[src/rtl/pipeline_ctrl_if.sv]
// pipeline_ctrl_if: groups the pipeline sequencer's request/handshake inputs
// and its latch-control and status outputs.
//   master : hazard unit / caches / EX-MEM side (drives requests, sees controls)
//   slave  : pipeline_ctrl (consumes requests, drives controls and status)
// CNT_W must match the CNT_W of the pipeline_ctrl instance connected to it.
interface pipeline_ctrl_if #(
   parameter int CNT_W = 32
);
   // requests and handshakes
   logic             lw_nop;
   logic             jmp_flush;
   logic             brch_flush;
   logic             ihit;
   logic             exmem_dren;
   logic             exmem_dwen;
   logic             dhit;
   logic             exmem_halt;
   // latch enables and bubble controls
   logic             pc_en;
   logic             ifid_en;
   logic             idex_en;
   logic             exmem_en;
   logic             memwb_en;
   logic             ifid_flush;
   logic             idex_flush;
   logic             exmem_flush;
   logic             memwb_flush;
   // status
   logic             halt;
   logic             mem_timeout;
   logic [CNT_W-1:0] stall_cnt;
   logic [CNT_W-1:0] flush_cnt;

   modport master (
      output lw_nop, jmp_flush, brch_flush, ihit,
             exmem_dren, exmem_dwen, dhit, exmem_halt,
      input  pc_en, ifid_en, idex_en, exmem_en, memwb_en,
             ifid_flush, idex_flush, exmem_flush, memwb_flush,
             halt, mem_timeout, stall_cnt, flush_cnt
   );

   modport slave (
      input  lw_nop, jmp_flush, brch_flush, ihit,
             exmem_dren, exmem_dwen, dhit, exmem_halt,
      output pc_en, ifid_en, idex_en, exmem_en, memwb_en,
             ifid_flush, idex_flush, exmem_flush, memwb_flush,
             halt, mem_timeout, stall_cnt, flush_cnt
   );
endinterface

[src/rtl/pipeline_ctrl.sv]
// pipeline_ctrl: sequencer for the 5-stage MIPS pipeline. Resolves halt,
// data-memory wait, control flush, load-use stall and I-fetch miss (in that
// priority) into per-stage latch enables and bubble flushes. Also runs a
// data-wait watchdog, a sticky halt flag and saturating stall/flush counters.
// Ports:
//   CLK  : core clock, rising edge
//   nRST : asynchronous active-low reset
//   bus  : pipeline_ctrl_if.slave (requests in; enables, flushes, status out)
// Enables/flushes are combinational; halt, mem_timeout and counters are flops.
module pipeline_ctrl #(
   parameter int CNT_W     = 32,
   parameter int DWAIT_MAX = 255
) (
   input logic           CLK,
   input logic           nRST,
   pipeline_ctrl_if.slave bus
);
   typedef enum logic [1:0] {
      RUN    = 2'd0,
      DWAIT  = 2'd1,
      HALTED = 2'd2
   } state_e;

   localparam logic [CNT_W-1:0] CNT_MAX = {CNT_W{1'b1}};
   localparam logic [CNT_W-1:0] CNT_ONE = {{(CNT_W-1){1'b0}}, 1'b1};
   localparam logic [31:0]      WAIT_LIMIT = 32'(DWAIT_MAX);

   state_e           state_q, state_d;
   logic [7:0]       wait_cnt_q, wait_cnt_d;
   logic [7:0]       wait_inc;
   logic             halt_q, halt_d;
   logic             timeout_q, timeout_d;
   logic [CNT_W-1:0] stall_cnt_q, stall_cnt_d;
   logic [CNT_W-1:0] flush_cnt_q, flush_cnt_d;

   logic active, dreq, dwait_take, halt_take, flush_take;
   logic pc_en, ifid_en, idex_en, exmem_en, memwb_en;
   logic ifid_flush, idex_flush, exmem_flush, memwb_flush;

   // Priority decode: each request only wins if all higher ones are absent.
   always_comb begin
      active     = (state_q != HALTED);
      dreq       = bus.exmem_dren | bus.exmem_dwen;
      dwait_take = active & dreq & ~bus.dhit;
      // a HALT behind an outstanding data access waits for the access first
      halt_take  = active & bus.exmem_halt & ~dwait_take;
      flush_take = active & ~dwait_take & ~halt_take & (bus.jmp_flush | bus.brch_flush);
   end

   // FSM state register.
   always_ff @(posedge CLK or negedge nRST) begin
      if (!nRST) begin
         state_q <= RUN;
      end else begin
         state_q <= state_d;
      end
   end

   // FSM next-state logic; HALTED is left only through reset.
   always_comb begin
      state_d = state_q;
      case (state_q)
         RUN, DWAIT: begin
            if (halt_take) begin
               state_d = HALTED;
            end else if (dwait_take) begin
               state_d = DWAIT;
            end else begin
               state_d = RUN;
            end
         end
         HALTED:  state_d = HALTED;
         default: state_d = RUN;
      endcase
   end

   // FSM outputs: latch enables and bubble flushes, all forced low in reset.
   always_comb begin
      pc_en       = 1'b0;
      ifid_en     = 1'b0;
      idex_en     = 1'b0;
      exmem_en    = 1'b0;
      memwb_en    = 1'b0;
      ifid_flush  = 1'b0;
      idex_flush  = 1'b0;
      exmem_flush = 1'b0;
      memwb_flush = 1'b0;
      if (!nRST) begin
         pc_en = 1'b0;
      end else begin
         case (state_q)
            RUN, DWAIT: begin
               if (halt_take) begin
                  // retire the HALT into WB, freeze everything else
                  memwb_en = 1'b1;
               end else if (dwait_take) begin
                  memwb_en    = 1'b1;
                  memwb_flush = 1'b1;
               end else if (flush_take) begin
                  // redirect fetch regardless of ihit; squash IF/ID and ID/EX
                  pc_en      = 1'b1;
                  ifid_en    = 1'b1;
                  idex_en    = 1'b1;
                  exmem_en   = 1'b1;
                  memwb_en   = 1'b1;
                  ifid_flush = 1'b1;
                  idex_flush = 1'b1;
               end else if (bus.lw_nop) begin
                  idex_en    = 1'b1;
                  exmem_en   = 1'b1;
                  memwb_en   = 1'b1;
                  idex_flush = 1'b1;
               end else if (!bus.ihit) begin
                  ifid_en    = 1'b1;
                  idex_en    = 1'b1;
                  exmem_en   = 1'b1;
                  memwb_en   = 1'b1;
                  ifid_flush = 1'b1;
               end else begin
                  pc_en    = 1'b1;
                  ifid_en  = 1'b1;
                  idex_en  = 1'b1;
                  exmem_en = 1'b1;
                  memwb_en = 1'b1;
               end
            end
            HALTED:  pc_en = 1'b0;
            default: pc_en = 1'b0;
         endcase
      end
   end

   // Next values for watchdog, sticky flags and saturating counters.
   always_comb begin
      wait_inc    = (wait_cnt_q == 8'hFF) ? 8'hFF : (wait_cnt_q + 8'd1);
      wait_cnt_d  = 8'd0;
      timeout_d   = timeout_q;
      halt_d      = halt_q | halt_take;
      stall_cnt_d = stall_cnt_q;
      flush_cnt_d = flush_cnt_q;
      if (dwait_take) begin
         wait_cnt_d = wait_inc;
         if ({24'd0, wait_inc} >= WAIT_LIMIT) begin
            timeout_d = 1'b1;
         end else begin
            timeout_d = timeout_q;
         end
      end else begin
         wait_cnt_d = 8'd0;
      end
      if (active && !pc_en && (stall_cnt_q != CNT_MAX)) begin
         stall_cnt_d = stall_cnt_q + CNT_ONE;
      end else begin
         stall_cnt_d = stall_cnt_q;
      end
      if (flush_take && (flush_cnt_q != CNT_MAX)) begin
         flush_cnt_d = flush_cnt_q + CNT_ONE;
      end else begin
         flush_cnt_d = flush_cnt_q;
      end
   end

   // Status and counter registers.
   always_ff @(posedge CLK or negedge nRST) begin
      if (!nRST) begin
         wait_cnt_q  <= 8'd0;
         halt_q      <= 1'b0;
         timeout_q   <= 1'b0;
         stall_cnt_q <= {CNT_W{1'b0}};
         flush_cnt_q <= {CNT_W{1'b0}};
      end else begin
         wait_cnt_q  <= wait_cnt_d;
         halt_q      <= halt_d;
         timeout_q   <= timeout_d;
         stall_cnt_q <= stall_cnt_d;
         flush_cnt_q <= flush_cnt_d;
      end
   end

   assign bus.pc_en       = pc_en;
   assign bus.ifid_en     = ifid_en;
   assign bus.idex_en     = idex_en;
   assign bus.exmem_en    = exmem_en;
   assign bus.memwb_en    = memwb_en;
   assign bus.ifid_flush  = ifid_flush;
   assign bus.idex_flush  = idex_flush;
   assign bus.exmem_flush = exmem_flush;
   assign bus.memwb_flush = memwb_flush;
   assign bus.halt        = halt_q;
   assign bus.mem_timeout = timeout_q;
   assign bus.stall_cnt   = stall_cnt_q;
   assign bus.flush_cnt   = flush_cnt_q;
endmodule

[src/flat_wrapper.sv]
// flat-port wrapper written by rule: the top's interface ports become plain ports
module pipeline_ctrl_flat 
#(
   parameter int CNT_W     = 32,
   parameter int DWAIT_MAX = 255
)
  (CLK, nRST, bus_lw_nop, bus_jmp_flush, bus_brch_flush, bus_ihit, bus_exmem_dren, bus_exmem_dwen, bus_dhit, bus_exmem_halt, bus_pc_en, bus_ifid_en, bus_idex_en, bus_exmem_en, bus_memwb_en, bus_ifid_flush, bus_idex_flush, bus_exmem_flush, bus_memwb_flush, bus_halt, bus_mem_timeout, bus_stall_cnt, bus_flush_cnt);
  pipeline_ctrl_if #(.CNT_W(CNT_W)) bus_i ();
  input logic CLK;
  input logic nRST;
  input wire logic [$bits(bus_i.lw_nop)-1:0] bus_lw_nop;
  input wire logic [$bits(bus_i.jmp_flush)-1:0] bus_jmp_flush;
  input wire logic [$bits(bus_i.brch_flush)-1:0] bus_brch_flush;
  input wire logic [$bits(bus_i.ihit)-1:0] bus_ihit;
  input wire logic [$bits(bus_i.exmem_dren)-1:0] bus_exmem_dren;
  input wire logic [$bits(bus_i.exmem_dwen)-1:0] bus_exmem_dwen;
  input wire logic [$bits(bus_i.dhit)-1:0] bus_dhit;
  input wire logic [$bits(bus_i.exmem_halt)-1:0] bus_exmem_halt;
  output wire logic [$bits(bus_i.pc_en)-1:0] bus_pc_en;
  output wire logic [$bits(bus_i.ifid_en)-1:0] bus_ifid_en;
  output wire logic [$bits(bus_i.idex_en)-1:0] bus_idex_en;
  output wire logic [$bits(bus_i.exmem_en)-1:0] bus_exmem_en;
  output wire logic [$bits(bus_i.memwb_en)-1:0] bus_memwb_en;
  output wire logic [$bits(bus_i.ifid_flush)-1:0] bus_ifid_flush;
  output wire logic [$bits(bus_i.idex_flush)-1:0] bus_idex_flush;
  output wire logic [$bits(bus_i.exmem_flush)-1:0] bus_exmem_flush;
  output wire logic [$bits(bus_i.memwb_flush)-1:0] bus_memwb_flush;
  output wire logic [$bits(bus_i.halt)-1:0] bus_halt;
  output wire logic [$bits(bus_i.mem_timeout)-1:0] bus_mem_timeout;
  output wire logic [$bits(bus_i.stall_cnt)-1:0] bus_stall_cnt;
  output wire logic [$bits(bus_i.flush_cnt)-1:0] bus_flush_cnt;
  assign bus_i.lw_nop = bus_lw_nop;
  assign bus_i.jmp_flush = bus_jmp_flush;
  assign bus_i.brch_flush = bus_brch_flush;
  assign bus_i.ihit = bus_ihit;
  assign bus_i.exmem_dren = bus_exmem_dren;
  assign bus_i.exmem_dwen = bus_exmem_dwen;
  assign bus_i.dhit = bus_dhit;
  assign bus_i.exmem_halt = bus_exmem_halt;
  assign bus_pc_en = bus_i.pc_en;
  assign bus_ifid_en = bus_i.ifid_en;
  assign bus_idex_en = bus_i.idex_en;
  assign bus_exmem_en = bus_i.exmem_en;
  assign bus_memwb_en = bus_i.memwb_en;
  assign bus_ifid_flush = bus_i.ifid_flush;
  assign bus_idex_flush = bus_i.idex_flush;
  assign bus_exmem_flush = bus_i.exmem_flush;
  assign bus_memwb_flush = bus_i.memwb_flush;
  assign bus_halt = bus_i.halt;
  assign bus_mem_timeout = bus_i.mem_timeout;
  assign bus_stall_cnt = bus_i.stall_cnt;
  assign bus_flush_cnt = bus_i.flush_cnt;
  pipeline_ctrl #(.CNT_W(CNT_W), .DWAIT_MAX(DWAIT_MAX)) u_core (.CLK(CLK), .nRST(nRST), .bus(bus_i));
endmodule
[config.mk]
export PLATFORM = sky130hd
export DESIGN_NAME = pipeline_ctrl_flat
export DESIGN_NICKNAME = d
export VERILOG_FILES = /design/src/rtl/pipeline_ctrl_if.sv /design/src/rtl/pipeline_ctrl.sv /design/src/flat_wrapper.sv
export SDC_FILE = /design/constraint.sdc
export NUM_CORES = 1
export LEC_CHECK = 0
export CORE_UTILIZATION = 45
export DETAILED_ROUTE_END_ITERATION = 10
export PLACE_DENSITY = 0.82
export SLEW_MARGIN = 10
export SYNTH_ARGS = -nofsm -noshare
export SYNTH_HDL_FRONTEND = slang
export SYNTH_SLANG_ARGS = --single-unit
[constraint.sdc]
create_clock -name CLK -period 2.35 [get_ports CLK]
set_input_delay 0.3525 -clock CLK [delete_from_list [all_inputs] [get_ports CLK]]
set_output_delay 0.3525 -clock CLK [all_outputs]
set_load 0.01 [all_outputs]
==> run metrics, run 1 <==
gr usage total 22.46%; CP Capture Type output pin; # hold bufs at CTS 0; CTS tree done; DP Worst Slack -0.3339 ns; dpl hpwl 6.844 mm; Synth-to-Final Area Change 32.10%; Max FO, Critical Path 5; synth cell count leaders dfrtp_1 (76), xnor2_1 (40), nand3_1 (37); DR vias/cell 5.605; clk_lat worst skew 0.36 ns; total gr overflow 0; Hold Fails Final Rpt 0; Rel. slew slack 36.66%; PortBufs 83; Synth top area share 48.12%; critical-path cell list clkdlybuf4s50_1 -> nor2_1 -> o2bb2ai_4 -> and2_1 -> dlygate4sd2_1; Sink Count 76; count leader, synth dfrtp_1; Final Worst Setup Slack 0.1316 ns; initial DRC count 201; ys flop type dfrtp_1; DRC viols 0; synth warn 0; Slew @ Worst Pin 0.9501 ns; share of power burned in registers 43.8%; Switch Pwr 0.001123 W; Critical Path Stages 5; Vias 3290; largest net degree at the start of global routing 77; Yosys cell types 54; Async S/R FF share, synth 100.0%; Internal Pwr Total 0.002493 W; Mapped Area 3953 sq um; vias in the first global route 3162; CP max stage delay 0.44 ns; Pins Over Slew Limit 0; final wirelength 9.604 mm; slowest stage cell on the critical path clkdlybuf4s50_1; GR peak layer met2; setup TNS 0 ns; CTS max path bufs 2; met3 Usage GRT 5.292%; sequential element share of the synthesized area 48.12%; GR Util met2 35.24%; initial antenna violation count 0; Comb pwr share 26.0%; Die H 95.72 um; worst path required time 2.00 ns; fin crit period 2.218 ns; hold_ws 0.2310 ns; die area 9162 sq um; WL/cell 16.36 um; EDFF count, synth 0; Die Span X 95.72 um; clock skew 0.01055 ns; Tot Pwr 0.003616 W; initial core utilization 47.39%; diodes inserted 0; Final Util 62.60%; RSZ-0062 raised after global routing no; crit path DAT 1.87 ns; CP bufs+invs 2; met1 Use GR 30.30%; post-synth top area cell dfrtp_1; Core Rows 33; top cells by area, synth dfrtp_1 (48%), xnor2_1 (8.9%), xor2_1 (4.9%); status completed; Nets 490; Worst-path clk slew 0.08 ns; TritonRoute pass-1 iters 4; worst vdd ir 0.3529 mV; syn nets 386; area of the core 8341 sq um; cell leakage power 2.213 nW; final period utilization 94.40%; CTS root buf clkbuf_8; Pwr per Cell Area 692.6 nW/um^2; H-tree Lvls 3; critical setup path kind primary input to output pin; Worst setup SP type primary input; Synth Register Bits 76; Clock Power Share 30.2%; crit-path leading delay family buffers and inverters; first-pass GRT wire length 15.57 mm; switching part of the total 31.07%; Synth Area per Inst 10.60 sq um; FF-to-FF path depth 6; buffer count from post-CTS setup fixing 0; fmax 450.8 MHz; Hold Path Class primary input to asynchronous set/reset pin; Final setup viols 0; Routed Antenna Nets 0; share of post-route cells with drive strength above 1 12.24%; Syn Inst Count 373; max cap viols 0; cts bufs inserted 9; routability congestion estimate 0.8106; I/O pins 85
[area by class of cell]
type	instances	area [sq um]
clock inverter	7	91.34
timing repair buffer	103	979.7
inverter	9	33.78
fill	679	3119
clock buffer	9	123.9
tap	105	131.4
multi-input combinational	278	1959
sequential	76	1902
[through the flow]
stage,std cells,instance area [sq um]
final,587,5221
after global routing,587,5221
after CTS,587,5225
after detailed placement,571,5007
after global placement,571,5007
after floorplan,373,3953
[sequential cells by signal, summed over array words and instances, names as in the netlist]
register / flops
u_core.bus.stall_cnt: 32
u_core.wait_cnt_q: 8
u_core.state_q: 2
u_core.bus.flush_cnt: 32
u_core.bus.mem_timeout: 1
u_core.bus.halt: 1
[layout by cell type (no fill, tap or decap), types with 3 or more instances in the layout]
master and count:
clkdlybuf4s50_1 76, dfrtp_1 76, xnor2_1 40, nand3_1 37, nand2_1 26, nand4_1 26
xor2_1 22, buf_4 20, nor2_1 18, nor3_1 17, and3_1 15, inv_1 9
clkbuf_8 9, a21oi_1 7, and2_1 6, nor4_1 5, dlygate4sd2_1 5, nand2b_1 4
a31oi_1 3, and4_1 3, a2111oi_4 3, ha_1 3, clkinv_2 3
[kinds of logic (layout without fill, tap and decap cells)]
kind of cell    Yosys count  in the layout  share of synthesized area [%]
mux                       3              3                         0.9495
flops                    76             76                          48.12
buf+inv                  19            128                          2.564
compound gates           35             35                          8.420
xor+xnor                 62             62                          13.74
other cells               1              1                        0.09488
simple gates            174            174                          25.17
fa+ha+maj                 3              3                         0.9498
[power groups by stage]
stage               Combinational [W]  Sequential (W)  Clock [W]
floorplan                    0.000427         0.00163          0
global placement             0.000914         0.00159          0
detailed placement           0.000939         0.00160          0
CTS                          0.000946         0.00158    0.00111
global route                  0.00102         0.00161    0.00118
finish                       0.000941         0.00158    0.00109
[path summary, 6_finish.rpt]
kind / start / to / slack [ns]
setup / recovery: bus_brch_flush / bus_pc_en / 0.13
hold / removal: nRST / u_core.bus.stall_cnt[20] / 0.23
setup reg to reg: u_core.bus.flush_cnt[1] / u_core.bus.flush_cnt[1] / 0.17
hold reg to reg: u_core.bus.mem_timeout / u_core.bus.mem_timeout / 0.48
max in group asynchronous: nRST / u_core.bus.stall_cnt[7] / 1.49
min in group CLK: u_core.bus.mem_timeout / u_core.bus.mem_timeout / 0.48
[metal layers]
layer	wire, um	vias to the layer above
met5	0	-
met4	199	0
met3	596	16
met2	4584	119
met1	4222	1598
li1	-	1557
[worst register-to-register path: stages, from the launching register on]
cell	delay, ns
dfrtp_1	0.36
ha_1	0.18
nand2_1	0.12
or4_4	0.60
nor4_4	0.31
nand2b_2	0.21
mux2_4	0.30
[what timing repair did]
| item | 4_1_cts | 5_1_grt |
|---|---|---|
| endpoints found under the setup margin | 6 | 2 |
| gates cloned | 0 | 0 |
| resized for setup | 10 | 4 |
Power figures use the tool's default switching activity.
==> run 2, diff against run 1 <==
- CORE_ASPECT_RATIO: default -> 0.7
==> run metrics, run 2 (synthesis results as in run 1) <==
most frequent CP cell clkdlybuf4s50_1; crit-path leading delay family buffers and inverters; Pwr per Cell Area 770.2 nW/um^2; CTS max path bufs 2; WL/cell 16.40 um; share of post-route cells with drive strength above 1 12.40%; Final setup viols 0; initial DRC count 151; worst vdd ir 0.4911 mV; Rel. slew slack 36.77%; routability congestion estimate 0.8305; Slew @ Worst Pin 0.9484 ns; H-tree Lvls 3; Vias 3300; critical setup path kind primary input to output pin; share of power burned in registers 38.2%; CP Capture Type output pin; fmax 439.3 MHz; cts bufs inserted 9; max cap viols 0; Synth-to-Final Area Change 36.25%; critical-path cell list clkdlybuf4s50_1 -> o21ba_2 -> nor3_4 -> buf_6 -> clkdlybuf4s50_1; Switch Pwr 0.001158 W; Nets 492; commonest non-fill, non-tap cell in the layout clkdlybuf4s50_1; Internal Pwr Total 0.002990 W; cell leakage power 2.278 nW; Comb pwr share 22.4%; final wirelength 9.906 mm; PortBufs 83; diodes inserted 0; CP bufs+invs 3; slowest stage cell on the critical path clkdlybuf4s50_1; Worst-path clk slew 0.06 ns; first-pass GRT wire length 16.28 mm; DP Worst Slack -0.2045 ns; clk_lat worst skew 0.34 ns; Core Rows 28; RSZ-0062 raised after global routing no; area of the core 8478 sq um; Worst setup SP type primary input; initial antenna violation count 0; total gr overflow 0; hold_ws 0.2737 ns; initial core utilization 46.62%; Final Worst Setup Slack 0.07378 ns; status completed; I/O pins 85; switching part of the total 27.92%; TritonRoute pass-1 iters 4; Clock Power Share 39.3%; CTS tree done; Hold Fails Final Rpt 0; dpl hpwl 7.086 mm; worst path required time 2.00 ns; CTS root buf clkbuf_16; DR vias/cell 5.464; fin crit period 2.276 ns; gr usage total 23.26%; Die H 80.41 um; Pins Over Slew Limit 0; crit path DAT 1.92 ns; Sink Count 76; Max FO, Critical Path 8; DRC viols 0; most frequent cells in the layout clkdlybuf4s50_1 (78), dfrtp_1 (76), xnor2_1 (40); final period utilization 96.86%; Fill cells 669; largest net degree at the start of global routing 77; die area 9168 sq um; Hold Path Class primary input to asynchronous set/reset pin; vias in the first global route 3234; clock skew 0.007529 ns; CP max stage delay 0.55 ns; Die Span X 114.0 um; # hold bufs at CTS 0; Routed Antenna Nets 0
[run 2: final timing paths]
path / start / to / slack [ns] / cells after the start
worst min-delay path: nRST / u_core.bus.flush_cnt[21] / 0.27 / 2
worst max register to register: u_core.bus.flush_cnt[0] / u_core.bus.flush_cnt[29] / 0.18 / 7
min in group CLK: u_core.bus.flush_cnt[27] / u_core.bus.flush_cnt[27] / 0.49 / 1
max in group asynchronous: nRST / u_core.bus.stall_cnt[25] / 1.46 / 2
worst max-delay path: bus_exmem_dwen / bus_exmem_en / 0.07 / 5
worst min register to register: u_core.bus.flush_cnt[27] / u_core.bus.flush_cnt[27] / 0.49 / 1
[run 2: power by group through the flow]
stage	Combinational, W	Clock [W]	Sequential [W]
after global routing	0.00101	0.00171	0.00160
after CTS	0.000920	0.00164	0.00158
final	0.000931	0.00163	0.00159
after detailed placement	0.000910	0	0.00160
after floorplan	0.000427	0	0.00163
after global placement	0.000884	0	0.00159
[run 2: cell type report]
type                    instances  area (sq um)  area share (%)
clock inverters                 4         95.09           1.766
well taps                     120         150.1           2.788
inverters                       9         33.78          0.6273
multi-input cells             278          1956           36.32
flip-flops and latches         76          1902           35.32
clock buffers                  12         256.5           4.763
repair buffers                105         992.2           18.42
[run 2: per-stage QoR]
step	setup TNS (ns)	std cells	cell area (sq um)	utilization, %	power (W)
finish	0	604	5385	63.52	0.004148
global route	0	604	5385	63.52	0.004320
CTS	0	603	5378	63.43	0.004147
detailed placement	-0.7354	585	5006	59.05	0.002510
global placement	-0.5224	585	5006	59.05	0.002478
floorplan	0	373	3953	-	0.002055
[run 2: worst reg2reg max path, stage by stage, from the launching register on]
cell and delay [ns]:
dfrtp_1 0.36, ha_1 0.19, nand2_1 0.11, or4_4 0.60, nor4_4 0.26, buf_4 0.24
nor3_1 0.11, xor2_1 0.17
[run 2: repair_timing]
item,CTS,global route
endpoints found under the hold margin,0,0
gates resized for setup,8,1
pin swaps,1,0
buffers inserted,2,1
setup endpoints to repair,5,1
[run 2: routing by layer]
metal | part of all wire [%] | vias up | track usage (%)
met5 | 0 | - | 0
met4 | 1.4 | 0 | 6.623
met3 | 6.0 | 14 | 7.547
met2 | 46 | 115 | 35.45
met1 | 46 | 1616 | 31.66
li1 | - | 1555 | -
